===== src/rtl/alu_pkg.sv =====
// Shared encodings for the ALU result writeback path: bundle kinds,
// exception causes and the writeback sequencer state.
package alu_pkg;

    localparam int DATA_W_DEFAULT = 16;
    localparam int ADDR_W_DEFAULT = 4;
    localparam int HI_REG_DEFAULT = 15;

    typedef enum logic [1:0] {
        WB_NONE   = 2'b00,
        WB_SINGLE = 2'b01,
        WB_MULDIV = 2'b10,
        WB_SWAP   = 2'b11
    } wb_kind_e;

    typedef enum logic [1:0] {
        EXC_NONE  = 2'b00,
        EXC_OVF   = 2'b01,
        EXC_HIREG = 2'b10
    } exc_cause_e;

    typedef enum logic [1:0] {
        S_IDLE = 2'b00,
        S_WR1  = 2'b01,
        S_WR2  = 2'b10,
        S_EXC  = 2'b11
    } wb_state_e;

endpackage


===== src/rtl/alu_writeback.sv =====
// Writeback sequencer: takes one ALU result bundle per handshake and issues one
// or two register-file writes, or raises a held exception instead.
module alu_writeback
    import alu_pkg::*;
#(
    parameter int DATA_W = DATA_W_DEFAULT,
    parameter int ADDR_W = ADDR_W_DEFAULT,
    parameter int HI_REG = HI_REG_DEFAULT
) (
    input  logic              clk,
    input  logic              rst_n,
    input  logic              wb_valid,
    output logic              wb_ready,
    input  logic [1:0]        wb_kind,
    input  logic [ADDR_W-1:0] wb_rd1,
    input  logic [ADDR_W-1:0] wb_rd2,
    input  logic [DATA_W-1:0] wb_data1,
    input  logic [DATA_W-1:0] wb_data2,
    input  logic              wb_ovf,
    output logic              rf_we,
    output logic [ADDR_W-1:0] rf_waddr,
    output logic [DATA_W-1:0] rf_wdata,
    output logic              exc_valid,
    output logic [1:0]        exc_cause,
    input  logic              exc_ack
);

    localparam logic [ADDR_W-1:0] HI_ADDR = ADDR_W'(HI_REG);

    wb_state_e         r_state;
    wb_kind_e          r_kind;
    exc_cause_e        r_cause;
    logic [ADDR_W-1:0] r_rd1;
    logic [ADDR_W-1:0] r_rd2;
    logic [DATA_W-1:0] r_data1;
    logic [DATA_W-1:0] r_data2;
    logic              r_started;
    logic              w_accept;

    // r_started keeps wb_ready low until the first edge after reset release.
    assign wb_ready = (r_state == S_IDLE) && r_started && rst_n;
    assign w_accept = wb_valid && wb_ready;

    always_ff @(posedge clk) begin
        if (!rst_n) begin
            r_state   <= S_IDLE;
            r_kind    <= WB_NONE;
            r_cause   <= EXC_NONE;
            r_rd1     <= '0;
            r_rd2     <= '0;
            r_data1   <= '0;
            r_data2   <= '0;
            r_started <= 1'b0;
        end else begin
            r_started <= 1'b1;
            case (r_state)
                S_IDLE: begin
                    if (w_accept) begin
                        r_kind  <= wb_kind_e'(wb_kind);
                        r_rd1   <= wb_rd1;
                        r_rd2   <= wb_rd2;
                        r_data1 <= wb_data1;
                        r_data2 <= wb_data2;
                        if (wb_ovf) begin
                            r_cause <= EXC_OVF;
                            r_state <= S_EXC;
                        end else if (wb_kind == WB_MULDIV && wb_rd1 == HI_ADDR) begin
                            r_cause <= EXC_HIREG;
                            r_state <= S_EXC;
                        end else if (wb_kind == WB_NONE) begin
                            r_state <= S_IDLE;
                        end else begin
                            r_state <= S_WR1;
                        end
                    end
                end
                S_WR1: begin
                    if (r_kind == WB_MULDIV || (r_kind == WB_SWAP && r_rd1 != r_rd2))
                        r_state <= S_WR2;
                    else
                        r_state <= S_IDLE;
                end
                S_WR2: begin
                    r_state <= S_IDLE;
                end
                S_EXC: begin
                    if (exc_ack) begin
                        r_cause <= EXC_NONE;
                        r_state <= S_IDLE;
                    end
                end
                default: r_state <= S_IDLE;
            endcase
        end
    end

    // Write port is decoded purely from state and the captured bundle.
    always_comb begin
        rf_we     = 1'b0;
        rf_waddr  = '0;
        rf_wdata  = '0;
        exc_valid = 1'b0;
        exc_cause = EXC_NONE;
        case (r_state)
            S_WR1: begin
                rf_we    = 1'b1;
                rf_waddr = r_rd1;
                rf_wdata = (r_kind == WB_SWAP) ? r_data2 : r_data1;
            end
            S_WR2: begin
                rf_we = 1'b1;
                if (r_kind == WB_SWAP) begin
                    rf_waddr = r_rd2;
                    rf_wdata = r_data1;
                end else begin
                    rf_waddr = HI_ADDR;
                    rf_wdata = r_data2;
                end
            end
            S_EXC: begin
                exc_valid = 1'b1;
                exc_cause = r_cause;
            end
            default: ;
        endcase
    end

endmodule


===== config.mk =====
export PLATFORM = sky130hd
export DESIGN_NAME = alu_writeback
export DESIGN_NICKNAME = d
export VERILOG_FILES = /design/src/rtl/alu_pkg.sv /design/src/rtl/alu_writeback.sv
export SDC_FILE = /design/constraint.sdc
export NUM_CORES = 1
export LEC_CHECK = 0
export CORE_MARGIN = 4
export CORE_UTILIZATION = 49
export DETAILED_ROUTE_END_ITERATION = 12
export PLACE_DENSITY = 0.84
export SLEW_MARGIN = 20
export SYNTH_ARGS = -nofsm -noshare
export SYNTH_HDL_FRONTEND = slang
export SYNTH_SLANG_ARGS = --single-unit

===== constraint.sdc =====
create_clock -name clk -period 4.17 [get_ports clk]
set_clock_uncertainty 0.1 [all_clocks]
set_input_delay 0.6255 -clock clk [delete_from_list [all_inputs] [get_ports clk]]
set_output_delay 0.6255 -clock clk [all_outputs]
set_load 0.01 [all_outputs]

==> results.py <==
metrics = {
    "routing": {
        "drtIter0Drc": 184,
        "detail-route-antenna-nets": 0,
        "drt_drc_violations_left": 0,
        "routed_wl_um": 5480,
        "vias_per_cell": 5.23,
        "dr_total_vias": 2041,
        "dr.pass1.iters": 4,
        "wl_per_cell_um": 14.0,
    },
    "clock_tree": {
        "clock_latency_ns": 0.29,
        "cts_resized": 0,
        "postCtsHoldBufs": 0,
        "clock_sinks": 47,
        "htree_levels": 2,
        "cts_root_buffer": "clkbuf_8",
        "clockBufferDepth": 2,
        "cts_setup_buffers": 0,
        "cts_buffers": 5,
        "cts.clk_slew.worst_paths_ns": 0.08,
        "tritoncts": "done",
    },
    "yosys": {
        "synthTopCellsByCount": "92 x nand2_1, 47 x dfxtp_1, 34 x o21ai_0, 17 x nor2b_1, 16 x a22oi_1",
        "synth_area_mm2": 0.00222,
        "synth_area_leader_cell": "dfxtp_1",
        "synthesis.nets": 328,
        "synth_seq_cells": 47,
        "ys_warn_count": 0,
        "synth_edf_count": 0,
        "synthCells": 276,
        "synthTopCellsByArea": "dfxtp_1 42%, nand2_1 16%, o21ai_0 7.6%, a22oi_1 5.4%, nor2b_1 4.8%",
        "syn_area_per_cell_um2": 8.06,
        "ys_seq_area_frac": 0.423,
        "async_flop_share": 0,
        "ys_types": 32,
        "synth.top_cell.area_share": 0.423,
        "synth_flop_cell": "dfxtp_1",
        "yosysMostFrequentCell": "nand2_1",
    },
    "hold_path": {
        "hp-class": "reg2reg",
        "min_from": "r_cause[0]$_SDFFE_PN0P_",
        "whs_path_depth": 2,
        "holdPathEnd": "r_cause[0]$_SDFFE_PN0P_",
    },
    "setup_path": {
        "cp-start-kind": "register",
        "endpoint_kind": "primary output",
        "crit_required_ns": 3.44,
        "worstSetupPathType": "reg2out",
        "cp.arrival_ns": 2.39,
        "r2r-start": "r_state[0]$_SDFFE_PN0P_",
        "rr_worst_depth": 5,
        "setup.reg_to_reg.worst_slack_ns": 2.12,
        "crit_fanout": 22,
        "reg2reg_to": "r_data2[14]$_SDFFE_PN0P_",
    },
    "sta": {
        "drv_slew": 0,
        "max_freq_ghz": 0.321,
        "setup_viol": 0,
        "period_minus_slack_ns": 3.11,
        "slew-limit-headroom": 0.521,
        "setup_ws_ns": 1.06,
        "worst_pin_slew_ns": 0.718,
        "finalHoldViolations": 0,
        "rsz0062_at_grt": "no",
        "fin_setup_tns_ns": 0,
        "finalCritPeriodShare": 0.746,
    },
    "global_route": {
        "first_global_vias": 1773,
        "grt_max_degree": 85,
        "overflow": 0,
        "antenna_found_initial": 0,
        "track_usage": 0.191,
        "grt_pass1_wl_um": 8250,
    },
    "pwr": {
        "cellPowerDensity_mw_per_mm2": 468,
        "peakVddDrop_v": 0.000250,
        "p_leak_nw": 1.01,
    },
    "floorplan": {
        "rows": 24,
        "num_io_pins": 72,
        "start_util": 0.507,
        "core_area_mm2": 0.00438,
        "die_width_um": 75.4,
        "die_y_um": 75.4,
        "dieArea_mm2": 0.00568,
    },
    "place": {
        "place_hpwl_um": 3860,
        "place_ws_ns": 1.39,
        "gp_congestion": 0.824,
        "port_buffers": 71,
    },
    "final_layout": {
        "syn2layout_area_growth_pct": 34.3,
        "diodes": 0,
        "nets": 389,
        "drive_gt1_frac": 0.0533,
    },
    "status": {
        "status": "completed",
    },
    "job": {
        "drv_cap": 0,
    },
}
## power by group
group          switching [mW]  total [mW]  internal, mW
Clock                   0.147       0.341         0.194
Combinational           0.257       0.493         0.235
Sequential             0.0474       0.565         0.517
## routing by layer
| layer | share of wire | vias up | track usage | wire length (um) |
|---|---|---|---|---|
| li1 | - | 1048 | - | - |
| met4 | 0.018 | 0 | 0.0816 | 97 |
| met2 | 0.47 | 58 | 0.296 | 2580 |
| met5 | 0 | - | 0 | 0 |
| met1 | 0.46 | 926 | 0.263 | 2510 |
| met3 | 0.052 | 9 | 0.0330 | 284 |
## sequential cells by signal, summed over array words and instances, names as in the netlist
register / count
r_cause: 2
r_rd2: 4
r_started: 1
r_kind: 2
r_data1: 16
r_state: 2
r_rd1: 4
r_data2: 16
## worst max-delay path: stages, from the launching register on
cell and delay [ns]:
dfxtp_1 0.39, inv_1 0.10, ha_1 0.69, a21boi_0 0.31, clkdlybuf4s50_1 0.59
## through the flow
step           cell area, um2   util  hold WS, ns  total power [mW]  cells
3_5_place_dp             2870  0.655        0.348              1.06    382
2_1_floorplan            2220      -        0.328             0.921    276
4_1_cts                  2990  0.682        0.360              1.40    390
3_3_place_gp             2870  0.655        0.337              1.05    382
5_1_grt                  2990  0.682        0.380              1.47    390
6_report                 2990  0.682        0.358              1.40    390
## logic make-up after synthesis
group | after synthesis | synth area share
AO/OA/AOI/OAI | 74 | 0.201
AND/OR/NAND/NOR | 122 | 0.246
XOR/XNOR | 4 | 0.0157
adder cells (fa/ha/maj) | 5 | 0.0281
flip-flops | 47 | 0.423
buffers and inverters | 20 | 0.0652
multiplexers | 4 | 0.0208
## cells in the final DEF (no fill, tap or decap), drive strengths merged, types with 2 or more instances in the layout
cell	n
clkbuf	6
mux2i	2
nand3	3
o21ai	47
inv	2
a21boi	5
dfxtp	47
nand2	93
clkdlybuf4s50	71
ha	5
nor2b	17
a22oi	16
mux2	2
xnor2	4
and2	4
## worst max path at each step
stage / from / to / slack (ns) / cells after the start
2_1_floorplan: r_state[1]$_SDFFE_PN0P_ / rf_wdata[0] / 2.08 / 6
3_3_place_gp: r_state[0]$_SDFFE_PN0P_ / rf_waddr[2] / 1.45 / 4
3_5_place_dp: r_state[1]$_SDFFE_PN0P_ / rf_waddr[2] / 1.39 / 4
4_1_cts: r_state[1]$_SDFFE_PN0P_ / rf_waddr[2] / 1.06 / 4
5_1_grt: r_state[1]$_SDFFE_PN0P_ / rf_waddr[1] / 0.94 / 4
6_report: r_state[1]$_SDFFE_PN0P_ / rf_waddr[2] / 1.06 / 4
## area by class of cell
cell class / instances / area [um2]
fillers: 368 / 1400
multi-input cells: 209 / 1140
flip-flops and latches: 47 / 941
repair buffers: 72 / 718
clock buffers: 6 / 82.6
well taps: 52 / 65.1
clock inverters: 2 / 35.0
inverters: 2 / 7.51
(Power assumes the default switching activity.)
